===== src/rtl/clock_pkg.sv =====
// Shared mode encodings and counter widths for the clock set controller.
package clock_pkg;

  localparam int DB_W = 16;
  localparam int TM_W = 24;
  localparam int TO_W = 8;

  typedef logic [1:0] mode_t;

  localparam mode_t MODE_RUN     = 2'b00;
  localparam mode_t MODE_SET_HR  = 2'b01;
  localparam mode_t MODE_SET_MIN = 2'b10;

  function automatic logic is_set_mode(input mode_t m);
    return (m == MODE_SET_HR) || (m == MODE_SET_MIN);
  endfunction

endpackage


===== src/rtl/btn_debounce.sv =====
// Two-flop synchronizer, stability counter and one-cycle rising-edge pulse
// for one raw pushbutton.
module btn_debounce
  import clock_pkg::*;
#(
  parameter logic [DB_W-1:0] DEBOUNCE_CYC = 16'd50000
) (
  input  logic clk,
  input  logic rst_n,
  input  logic i_raw,
  output logic o_level,
  output logic o_press
);

  localparam logic [DB_W-1:0] DB_LAST = DEBOUNCE_CYC - DB_W'(1);

  logic [1:0]      r_sync;
  logic [DB_W-1:0] r_cnt;
  logic            r_level;
  logic            r_press;

  // Any bounce back to the committed level restarts the stability count.
  always_ff @(posedge clk or negedge rst_n) begin
    if (!rst_n) begin
      r_sync  <= 2'b00;
      r_cnt   <= '0;
      r_level <= 1'b0;
      r_press <= 1'b0;
    end else begin
      r_sync  <= {r_sync[0], i_raw};
      r_press <= 1'b0;
      if (r_sync[1] == r_level) begin
        r_cnt <= '0;
      end else if (r_cnt == DB_LAST) begin
        r_cnt   <= '0;
        r_level <= r_sync[1];
        r_press <= r_sync[1];
      end else begin
        r_cnt <= r_cnt + DB_W'(1);
      end
    end
  end

  assign o_level = r_level;
  assign o_press = r_press;

endmodule


===== src/rtl/clock_set_ctrl.sv =====
// RUN/SET_HR/SET_MIN sequencer: button debounce, hold-to-repeat, digit blink.
// Optional idle exit from set states when CLOCK_SET_TIMEOUT_EN is defined.
module clock_set_ctrl
  import clock_pkg::*;
#(
  parameter logic [DB_W-1:0] DEBOUNCE_CYC  = 16'd50000,
  parameter logic [TM_W-1:0] REPEAT_DELAY  = 24'd12500000,
  parameter logic [TM_W-1:0] REPEAT_PERIOD = 24'd2500000,
  parameter logic [TM_W-1:0] BLINK_HALF    = 24'd6250000,
  parameter logic [TO_W-1:0] TIMEOUT_S     = 8'd30
) (
  input  logic       clk,
  input  logic       rst_n,
  input  logic       tick_1hz,
  input  logic       btn_mode_raw,
  input  logic       btn_up_raw,
  output logic       sec_inc,
  output logic       min_inc,
  output logic       hr_inc,
  output logic       sec_clr,
  output logic [1:0] mode,
  output logic       blank_hr,
  output logic       blank_min
);

  localparam logic [TM_W-1:0] REP_FIRST  = REPEAT_DELAY - TM_W'(1);
  localparam logic [TM_W-1:0] REP_NEXT   = REPEAT_PERIOD - TM_W'(1);
  localparam logic [TM_W-1:0] BLINK_LAST = BLINK_HALF - TM_W'(1);

  logic w_unused_mode_level, w_mode_press, w_up_level, w_up_press;
  logic w_in_set, w_rep_fire, w_up_evt, w_timeout, w_activity;
  mode_t w_state_next;

  mode_t           r_state;
  logic            r_sec_inc, r_min_inc, r_hr_inc, r_sec_clr;
  logic [TM_W-1:0] r_rep_cnt, r_blink_cnt;
  logic            r_rep_armed, r_rep_first, r_phase;

  btn_debounce #(.DEBOUNCE_CYC(DEBOUNCE_CYC)) u_db_mode (
    .clk(clk), .rst_n(rst_n), .i_raw(btn_mode_raw),
    .o_level(w_unused_mode_level), .o_press(w_mode_press)
  );

  btn_debounce #(.DEBOUNCE_CYC(DEBOUNCE_CYC)) u_db_up (
    .clk(clk), .rst_n(rst_n), .i_raw(btn_up_raw),
    .o_level(w_up_level), .o_press(w_up_press)
  );

  assign w_in_set   = is_set_mode(r_state);
  assign w_rep_fire = w_in_set & r_rep_armed & w_up_level &
                      (r_rep_cnt == (r_rep_first ? REP_FIRST : REP_NEXT));
  // MODE always wins over a coincident UP press or repeat.
  assign w_up_evt   = w_in_set & (w_up_press | w_rep_fire) & ~w_mode_press;
  assign w_activity = w_mode_press | w_up_press | w_rep_fire;

`ifdef CLOCK_SET_TIMEOUT_EN
  logic [TO_W-1:0] r_to_cnt;

  assign w_timeout = w_in_set & tick_1hz & ~w_activity &
                     (r_to_cnt == TIMEOUT_S - TO_W'(1));

  always_ff @(posedge clk or negedge rst_n) begin
    if (!rst_n) begin
      r_to_cnt <= '0;
    end else if (!w_in_set || w_activity || (w_state_next != r_state)) begin
      r_to_cnt <= '0;
    end else if (tick_1hz) begin
      r_to_cnt <= r_to_cnt + TO_W'(1);
    end
  end
`else
  logic w_unused_timeout;
  assign w_timeout        = 1'b0;
  assign w_unused_timeout = ^TIMEOUT_S;
`endif

  always_comb begin
    w_state_next = r_state;
    case (r_state)
      MODE_RUN:     if (w_mode_press) w_state_next = MODE_SET_HR;
      MODE_SET_HR:  if (w_mode_press) w_state_next = MODE_SET_MIN;
                    else if (w_timeout) w_state_next = MODE_RUN;
      MODE_SET_MIN: if (w_mode_press || w_timeout) w_state_next = MODE_RUN;
      default:      w_state_next = MODE_RUN;
    endcase
  end

  always_ff @(posedge clk or negedge rst_n) begin
    if (!rst_n) begin
      r_state   <= MODE_RUN;
      r_sec_inc <= 1'b0;
      r_min_inc <= 1'b0;
      r_hr_inc  <= 1'b0;
      r_sec_clr <= 1'b0;
    end else begin
      r_state   <= w_state_next;
      r_sec_inc <= (r_state == MODE_RUN) & tick_1hz;
      r_hr_inc  <= w_up_evt & (r_state == MODE_SET_HR);
      r_min_inc <= w_up_evt & (r_state == MODE_SET_MIN);
      r_sec_clr <= w_in_set & (w_state_next == MODE_RUN);
    end
  end

  // Repeats need a fresh UP press in the current set state to arm.
  always_ff @(posedge clk or negedge rst_n) begin
    if (!rst_n) begin
      r_rep_cnt   <= '0;
      r_rep_armed <= 1'b0;
      r_rep_first <= 1'b0;
    end else if (!w_in_set || w_mode_press || !w_up_level) begin
      r_rep_cnt   <= '0;
      r_rep_armed <= 1'b0;
      r_rep_first <= 1'b0;
    end else if (w_up_press) begin
      r_rep_cnt   <= '0;
      r_rep_armed <= 1'b1;
      r_rep_first <= 1'b1;
    end else if (w_rep_fire) begin
      r_rep_cnt   <= '0;
      r_rep_first <= 1'b0;
    end else if (r_rep_armed) begin
      r_rep_cnt <= r_rep_cnt + TM_W'(1);
    end
  end

  always_ff @(posedge clk or negedge rst_n) begin
    if (!rst_n) begin
      r_blink_cnt <= '0;
      r_phase     <= 1'b0;
    end else if ((w_state_next != r_state) || w_up_evt) begin
      r_blink_cnt <= '0;
      r_phase     <= 1'b0;
    end else if (r_blink_cnt == BLINK_LAST) begin
      r_blink_cnt <= '0;
      r_phase     <= ~r_phase;
    end else begin
      r_blink_cnt <= r_blink_cnt + TM_W'(1);
    end
  end

  assign sec_inc   = r_sec_inc;
  assign min_inc   = r_min_inc;
  assign hr_inc    = r_hr_inc;
  assign sec_clr   = r_sec_clr;
  assign mode      = r_state;
  assign blank_hr  = (r_state == MODE_SET_HR) & r_phase & ~w_up_level;
  assign blank_min = (r_state == MODE_SET_MIN) & r_phase & ~w_up_level;

endmodule


===== config.mk =====
export PLATFORM = sky130hd
export DESIGN_NAME = clock_set_ctrl
export DESIGN_NICKNAME = d
export VERILOG_FILES = /design/src/rtl/clock_pkg.sv /design/src/rtl/btn_debounce.sv /design/src/rtl/clock_set_ctrl.sv
export SDC_FILE = /design/constraint.sdc
export NUM_CORES = 1
export LEC_CHECK = 0
export ABC_AREA = 1
export ABC_CLOCK_PERIOD_IN_PS = 1900
export CORE_MARGIN = 2
export CORE_UTILIZATION = 55
export DETAILED_ROUTE_END_ITERATION = 6
export GPL_ROUTABILITY_DRIVEN = 0
export PLACE_DENSITY = 0.85
export SYNTH_ARGS = -nofsm -noshare
export SYNTH_HDL_FRONTEND = slang
export SYNTH_SLANG_ARGS = --single-unit

===== constraint.sdc =====
create_clock -name clk -period 1.9 [get_ports clk]
set_clock_uncertainty 0.05 [all_clocks]
set_input_delay 0.19 -clock clk [delete_from_list [all_inputs] [get_ports clk]]
set_output_delay 0.19 -clock clk [all_outputs]
set_load 0.05 [all_outputs]

==> run_results.csv, run 1 <==
group,metric,value,unit
finish,syn_to_final_growth,14.0,%
clock_tree,cts_tree,"built",
finish,layout-drive-gt1-share,12.8,%
floorplanning,start_util,56.1,%
floorplanning,die_x,103,um
setup_path,r2r_cells,11,
global_routing,grt_pass1_wl,20500,um
global_routing,grt_max_degree,44,
global_routing,grtUsageTotal,24.4,%
setup_path,path_buf_inv,1,
synth,synth_area,5430,um2
place,dp_slack,0.0622,ns
clock_tree,clk_latency,0.37,ns
clock_tree,root_buffer,"clkbuf_8",
global_routing,grt_pass1_vias,4687,
power,ir_worst_vdd,0.542,mV
timing,post-route-min-period,1.83,ns
timing,hold_violations,0,
place,port_buffers,12,
finish,fill_cells,769,
synth,postSynthAreaPerCell,7.41,um2
clock_tree,cts_max_path_buffers,2,
detailed_routing,antenna_left,0,
setup_path,path_class,"register to register",
finish,num_antenna_cells,0,
floorplanning,placement_rows,36,
timing,finalMaxSlewViolations,0,
power,power.density,578,nW/um2
floorplanning,core_area,9680,um2
clock_tree,cts_sinks,97,
setup_path,critical-path-max-stage-delay,0.46,ns
floorplanning,ios,13,
detailed_routing,vias_per_cell,5.39,
finish,fin_util,63.9,%
floorplanning,die_h,103,um
timing,report.final.setup_viol,0,
setup_path,crit_required,2.12,ns
timing,slew_headroom,66.6,%
timing,setup_ws,0.0744,ns
synth,synth_area_leaders,"dfrtp_1, nand2_1, nor2_1, inv_1, nand3_1",
synth,post_synth_inst_count,733,
hold_path,holdPathStages,1,
clock_tree,cts-buffers-inserted,9,
setup_path,crit_fanout,13,
detailed_routing,drt_pre_antenna_iters,5,
clock_tree,htree_num_levels,3,
place,dpl.hpwl,8780,um
global_routing,grt_antenna_before_repair,0,
timing,post-route-period-util,96.1,%
detailed_routing,drc,0,
power,p_leak,2.70,nW
setup_path,reg2reg_slack,0.07,ns
setup_path,end_kind,"register",
synth,ys_seq_elements,97,
setup_path,crit_cells,11,
setup_path,path_cells,"ha_4 -> nand2_4 -> nor2_4 -> nand3b_2 -> nor2_2 -> nand3_2 -> nand2_2 -> nand2_2 -> nand2_4 -> buf_12 -> nor2_1",
synth,ys_seq_area_share,44.7,%
synth,yosysUniqueCellTypes,34,
hold_path,hold_path.class,"primary input to register",
timing,fmax,548,MHz
setup_path,cpMaxStageDelayCell,"dfrtp_1",
detailed_routing,num_vias,4890,
timing,hold_slack,0.200,ns
setup_path,critPathArrivalTime,2.04,ns
timing,tightest_slew,0.500,ns
synth,yosys_warnings,0,
global_routing,gr-total-overflow,0,
setup_path,crit_family,"simple AND/OR/NAND/NOR gates",
detailed_routing,wl_per_cell,13.4,um
job,cap_violations,0,
detailed_routing,finalWirelength,12200,um
synth,syn_nets,746,
setup_path,start_kind,"register",
finish,nNetsFinal,783,
outcome,status,"complete, no violations",
floorplanning,die_area,10700,um2
synth,synth.top_cell.area_share,44.7,%
detailed_routing,drtIter0Drc,279,
clock_tree,clk_pin_slew,0.09,ns
synth,synth_top_cell_by_area,"dfrtp_1",
==> stage by stage <==
step	setup TNS [ns]	cell area, um2	power (mW)	std cells
3_5_place_dp	0	5890	2.23	889
5_1_grt	-0.0297	6190	3.69	908
6_report	0	6190	3.58	908
4_1_cts	0	6100	3.60	906
2_1_floorplan	0	5460	2.16	733
3_3_place_gp	0	5890	2.23	889
==> worst register-to-register path, cell delays in order, from the launching register on <==
cell	delay, ns
dfrtp_1	0.46
ha_4	0.19
nand2_4	0.07
nor2_4	0.13
nand3b_2	0.09
nor2_2	0.10
nand3_2	0.14
nand2_2	0.10
nand2_2	0.09
nand2_4	0.10
buf_12	0.15
nor2_1	0.05
==> synth_stat cells (all sizes together) <==
master and n:
nand2 179, nor2 153, dfrtp 97, inv 97
nand3 56, nor3 33, nand4 22, o21ai 19
a21oi 15, xor2 14, xnor2 9, ha 8
buf 7, or2 5, and3 4, o21bai 4
nand3b 3, a21boi 2, nor3b 2, nor4 2
a211oi 1, o22ai 1
==> layout make-up <==
class	count	area, um2	area share [%]
Clock buffer	10	138	2.22
Timing Repair Buffer	33	345	5.58
Sequential cell	97	2430	39.3
Clock inverter	6	65.1	1.05
Multi-Input combinational cell	532	2680	43.3
Inverter	97	364	5.88
Tap cell	133	166	2.69
==> cells by family after synthesis <==
group	after synthesis	synth area share, %
buf+inv	104	7.67
flops	97	44.7
fa+ha+maj	8	1.84
simple gates	459	37.8
compound gates	42	4.29
xor+xnor	23	3.71
==> registers in the layout, indices dropped and copies added, names as in the netlist, 2 cells and up <==
signal and cells:
r_blink_cnt 24, u_db_mode.r_cnt 16, u_db_up.r_sync 2, mode 2, r_rep_cnt 24, u_db_mode.r_sync 2
u_db_up.r_cnt 16
==> worst paths after layout <==
kind,startpoint,endpoint
max in group asynchronous,rst_n,r_rep_cnt[23]
min in group asynchronous,rst_n,r_blink_cnt[6]
max reg2reg,r_rep_cnt[0],r_blink_cnt[23]
min reg2reg,u_db_up.r_sync[0],u_db_up.r_sync[1]
min,btn_up_raw,u_db_up.r_sync[0]
max,r_rep_cnt[0],r_blink_cnt[23]
==> what timing repair did <==
| action | in CTS | in global routing |
|---|---|---|
| hold buffers | 1 | 0 |
| pin swaps | 0 | 5 |
| endpoints found under the setup margin | 2 | 45 |
| setup buffers | 0 | 2 |
| gates resized for setup | 2 | 18 |
| endpoints found under the hold margin | 32 | 0 |
==> power breakdown <==
| group | switching [mW] | total [mW] | internal [mW] | leakage [nW] |
|---|---|---|---|---|
| Combinational | 0.0706 | 0.104 | 0.0337 | 1.28 |
| Sequential | 0.00953 | 2.09 | 2.08 | 1.32 |
| Clock | 0.739 | 1.39 | 0.647 | 0.103 |
| Total | 0.819 | 3.58 | 2.76 | 2.70 |
==> layer usage <==
| layer | wire [um] | part of all wire, % | track usage, % |
|---|---|---|---|
| met4 | 302 | 2.5 | 12.3 |
| met2 | 5960 | 49 | 40.4 |
| met1 | 5330 | 44 | 31.5 |
| met3 | 580 | 4.8 | 3.56 |
| met5 | 0 | 0 | 0 |
==> cell usage in the layout (no fill, tap or decap), types with 6 or more instances in the layout <==
cell type / instances
dfrtp_1: 94
buf_12: 6
nand3_1: 50
nor2_1: 123
buf_4: 17
xnor2_1: 9
o21ai_0: 17
nand4_1: 22
a21oi_1: 15
clkdlybuf4s50_1: 7
nor2_2: 27
xor2_1: 14
ha_1: 6
nor3_1: 29
clkbuf_8: 10
inv_1: 93
nand2_1: 174
Power figures use the tool's default switching activity.
==> run 2, diff against run 1 <==
- CTS_CLUSTER_SIZE: unset -> 12
==> results of run 2 <==
The final DEF is identical to that of run 1; final timing and power are the same.
==> RTL edit 1: new RTL, config.mk and constraints of run 1 <==
Register the input `btn_mode_raw` before use, with the module's reset. The logic sees it one clock later. The other inputs are not delayed to match.
--- a/src/rtl/clock_set_ctrl.sv
+++ b/src/rtl/clock_set_ctrl.sv
@@ -28,4 +28,14 @@
   localparam logic [TM_W-1:0] BLINK_LAST = BLINK_HALF - TM_W'(1);
 
+  logic btn_mode_raw_q;
+
+  always_ff @(posedge clk or negedge rst_n) begin
+    if (!rst_n) begin
+      btn_mode_raw_q <= '0;
+    end else begin
+      btn_mode_raw_q <= btn_mode_raw;
+    end
+  end
+
   logic w_unused_mode_level, w_mode_press, w_up_level, w_up_press;
   logic w_in_set, w_rep_fire, w_up_evt, w_timeout, w_activity;
@@ -38,5 +48,5 @@
 
   btn_debounce #(.DEBOUNCE_CYC(DEBOUNCE_CYC)) u_db_mode (
-    .clk(clk), .rst_n(rst_n), .i_raw(btn_mode_raw),
+    .clk(clk), .rst_n(rst_n), .i_raw(btn_mode_raw_q),
     .o_level(w_unused_mode_level), .o_press(w_mode_press)
   );
Check against the original RTL: no difference found for any inputs over 10 cycles, from zero or initial values and one cycle with rst_n low; that may be too few to reach the edited logic, so the function may still have changed.
==> RTL edit 1 against run 1 <==
  * Largest power group unchanged
  * Clock power is 9% lower
  * Worst setup slack worse by 0.023 ns
  * First-iteration DRC count is 1.8% lower
  * Routed wire length is 3.6% lower
  * Critical path depth stayed put
  * Non-clock buffer count is 3 higher
  * Cell count is 6.4% lower
  * Sequential cell count is 1 higher
  * Power is 2.5% lower
  * Final area is 2.9% lower
  * Combinational power hardly changed
  * Synthesized area is 2.7% lower
  * Critical endpoint is now r_blink_cnt[2]$_DFF_PN0_
  * Die area is 2.6% lower
  * Critical path type unchanged
==> RTL edit 1: results (changes against run 1) <==
Fmax achieved: 0.541 GHz (-1.3%)
vias: 4630 (-5.3%)
GRT Util Overall: 23.0% (-1.5 points)
Min-Delay Endpoint: btn_mode_raw_q$_DFF_PN0_
worst-path fanout max: 12 (-1)
Avg Inst Size Synth: 7.80 µm² (+5.3%)
nets: 729 (-6.9%)
Worst path max stage delay: 0.43 ns (-0.03 ns)
# fillers: 755 (-1.8%)
met2 wire length: 5800 µm (-2.7%)
Synth Area in Compound Gates: 4.74% (+0.45 points)
clock network fraction of total power: 36.5% (-2.2 points)
status: completed
Gates resized, CTS repair: 0 (-2)
Non-Filler Instances: 850 (-6.4%)
Cell Area, Placed: 5670 µm² (-3.8%)
hold wc startpoint: btn_mode_raw
grt met1 use: 29.2% (-2.3 points)
sequential element share of the synthesized area: 46.4% (+1.7 points)
first-pass GRT wire length: 19100 µm (-7.0%)
post-synthesis adder-cell area fraction: 1.89% (+0.052 points)
pin count of the biggest net entering global routing: 36 (-18%)
M2 GR Usage: 38.5% (-1.9 points)
M3 GR Usage: 3.63% (+0.063 points)
Static Leak: 2.55 nW (-5.5%)
Sw Pwr: 0.000832 W (+1.6%)
Post-Synth XOR/XNOR Area: 5.14% (+1.4 points)
crit path to: r_blink_cnt[2]$_DFF_PN0_
Netlist cell types: 38 (+12%)
mux share of post-synthesis cell area: 0.189% (+0.19 points)
CP Launch Point: r_rep_cnt[1]$_DFFE_PN0P_
R2R setup slack: 0.05 ns (-0.02 ns)
Max rail drop VDD: 0.391 mV (-28%)
vias in the first global route: 4379 (-6.6%)
DP Worst Slack: 0.0278 ns (-0.0344 ns)
met1 WL: 5040 µm (-5.5%)
Wirelength per Cell: 13.8 µm (+3.0%)
==> RTL edit 1: cell count changes in the layout (fill, tap and decap cells not counted), sizes merged, moves of 3 or more <==
cell,run 1,this run
nand4,22,19
inv,98,84
nand3,56,52
nand2,179,142
o21bai,4,1
buf,23,27
nor2,153,140
xor2,14,22
==> RTL edit 1: area by class of cell <==
type	instances	area [µm²]	share of cell area (%)
Multi-Input combinational cell	489	2550	42.4
Sequential cell	98	2450	40.8
Timing Repair Buffer	36	358	5.95
Inverter	82	308	5.12
Tap cell	129	161	2.69
Clock buffer	11	141	2.35
Clock inverter	5	36.3	0.604
==> RTL edit 1: worst reg2reg max path: stages, from the launching register on <==
cell and delay (ns):
dfrtp_1 0.43, ha_4 0.17, nand2_4 0.06, nor2_4 0.11
nand3_2 0.08, nor2_2 0.14, nand3_2 0.13, nand2_2 0.11
nand2_2 0.10, nand2_4 0.11, clkbuf_16 0.18, nor2_1 0.05
==> RTL edit 2: new RTL, settings of run 1 <==
Without the edit above. Add a define of `CLOCK_SET_TIMEOUT_EN`.
--- a/src/rtl/clock_set_ctrl.sv
+++ b/src/rtl/clock_set_ctrl.sv
@@ -1,4 +1,6 @@
 // RUN/SET_HR/SET_MIN sequencer: button debounce, hold-to-repeat, digit blink.
 // Optional idle exit from set states when CLOCK_SET_TIMEOUT_EN is defined.
+`define CLOCK_SET_TIMEOUT_EN
+
 module clock_set_ctrl
   import clock_pkg::*;
Check against the original RTL: no difference found for any inputs over 10 cycles, from zero or initial values and one cycle with rst_n low; that may be too few to reach the edited logic, so the function may still have changed.
==> RTL edit 2 against run 1 <==
  * The run now ends with negative setup slack left
  * Sequential share of layout area decreased by 6.0 points
  * Final area grew 28%
  * Sequential cell count grew 8
  * Synthesized area grew 2.1%
  * Fmax shrank 24%
  * Critical path depth rose by 3
  * Routed wire length up 44%
  * Worst setup slack worse by 0.58 ns
  * Highest routed layer unchanged
Power is not compared: it rests on default switching activity, and its combinational part moved more than twofold at a synthesized area within 25%.
==> RTL edit 2: results (changes against run 1) <==
Min-Delay Endpoint: u_db_up.r_sync[0]$_DFF_PN0_
#MultiIn Comb: 456 (-14%)
final WL: 17600 µm (+44%)
Syn Nets: 674 (-9.7%)
Synth Area in Compound Gates: 6.39% (+2.1 points)
failing checks: negative setup slack
M3 GR Usage: 4.70% (+1.1 points)
crit path to: r_blink_cnt[20]$_DFF_PN0_
cts bufs inserted: 9 (unchanged)
Signal inverters: 92 (-5.2%)
Port Buf Inserts: 12 (unchanged)
met1 WL: 6260 µm (+18%)
Post-synth ARST share: 100% (unchanged)
Rel. slew slack: 61.6% (-5.0 points)
NonClk Buf Share: 16.2% (+11 points)
# fillers: 511 (-34%)
routed vias/inst: 5.84 (+8.4%)
Worst-path clk slew: 0.11 ns (+0.02 ns)
max-slew violation count: 0 (unchanged)
metal3 WL: 1130 µm (+96%)
Sw Pwr: 0.00205 W
clock network share of area: 2.59% (-0.68 points)
clk root buf: clkbuf_8
R2R setup slack: -0.50 ns (-0.58 ns)
Final WS setup: -0.505 ns (-0.579 ns)
vias in the first global route: 5334 (+14%)
Post-Synth XOR/XNOR Area: 5.21% (+1.5 points)
status: finished, violations left
GRT Util Overall: 27.4% (+3.0 points)
clock network fraction of total power: 25.7%
layout cells sized above 1: 39.7% (+27 points)
nets: 829 (+5.9%)
register area: 2630 µm² (+8.2%)
Final setup viols: 65 (+65)
sequential element share of the synthesized area: 47.4% (+2.7 points)
largest class: multi-input gates
grt met1 use: 31.3% (-0.19 points)
Netlist cell types: 46 (+35%)
CP arrival: 2.70 ns (+0.66 ns)
Worst path max stage delay: 0.38 ns (-0.08 ns)
Plain + repair buffers: 150 (+350%)
synth cell count leaders: 116 x nand2_1, 105 x dfrtp_1, 93 x nor2_1, 85 x inv_1, 39 x nand3_1
worst-path fanout max: 7 (-6)
DP HPWL: 8860 µm (+0.96%)
num sequential: 105 (+8.2%)
worst skew pair latency: 0.40 ns (+0.03 ns)
Reg2Reg Depth: 14 (+3)
DP Worst Slack: -0.231 ns (-0.293 ns)
synth top area cells: dfrtp_1 47%, nand2_1 7.9%, nor2_1 6.3%, inv_1 5.8%, xor2_1 3.9%
post-synthesis adder-cell area fraction: 2.26% (+0.41 points)
CP Launch Point: r_rep_cnt[1]$_DFFE_PN0P_
M2 GR Usage: 49.6% (+9.2 points)
initial DRC count: 529 (+90%)
area taken by multi-input logic gates: 3260 µm² (+22%)
met2 wire length: 9230 µm (+55%)
drt first pass iters: 6 (+1)
Critical-path top delay cell: dfrtp_1
first-pass GRT wire length: 24100 µm (+17%)
total chip power: 0.00566 W
[RTL edit 2: changes by cell type in the layout (fill, tap and decap cells not counted), moves of 18 or more]
cell     delta
inv_1      -18
buf_4     +104
nand3_1    -26
nand2_1    -75
nor2_1     -51
nor2_4     +26
[RTL edit 2: timing repair]
action,in CTS,in global routing
hold endpoints to repair,40,0
buffers inserted,26,25
setup endpoints to repair,87,96
pin swaps,23,42
resized for setup,80,107
gates cloned,0,1
hold buffers,1,0
[RTL edit 2: per-stage QoR]
step / setup TNS [ns] / cells / instance area [µm²] / hold WS [ns]
after floorplan: -12.20 / 659 / 5610 / -0.156
after global placement: -4.77 / 888 / 6570 / 0.167
after detailed placement: -11.28 / 888 / 6570 / 0.175
after CTS: -9.16 / 931 / 7290 / 0.160
after global routing: -26.71 / 952 / 7910 / 0.159
final: -20.22 / 952 / 7910 / 0.168
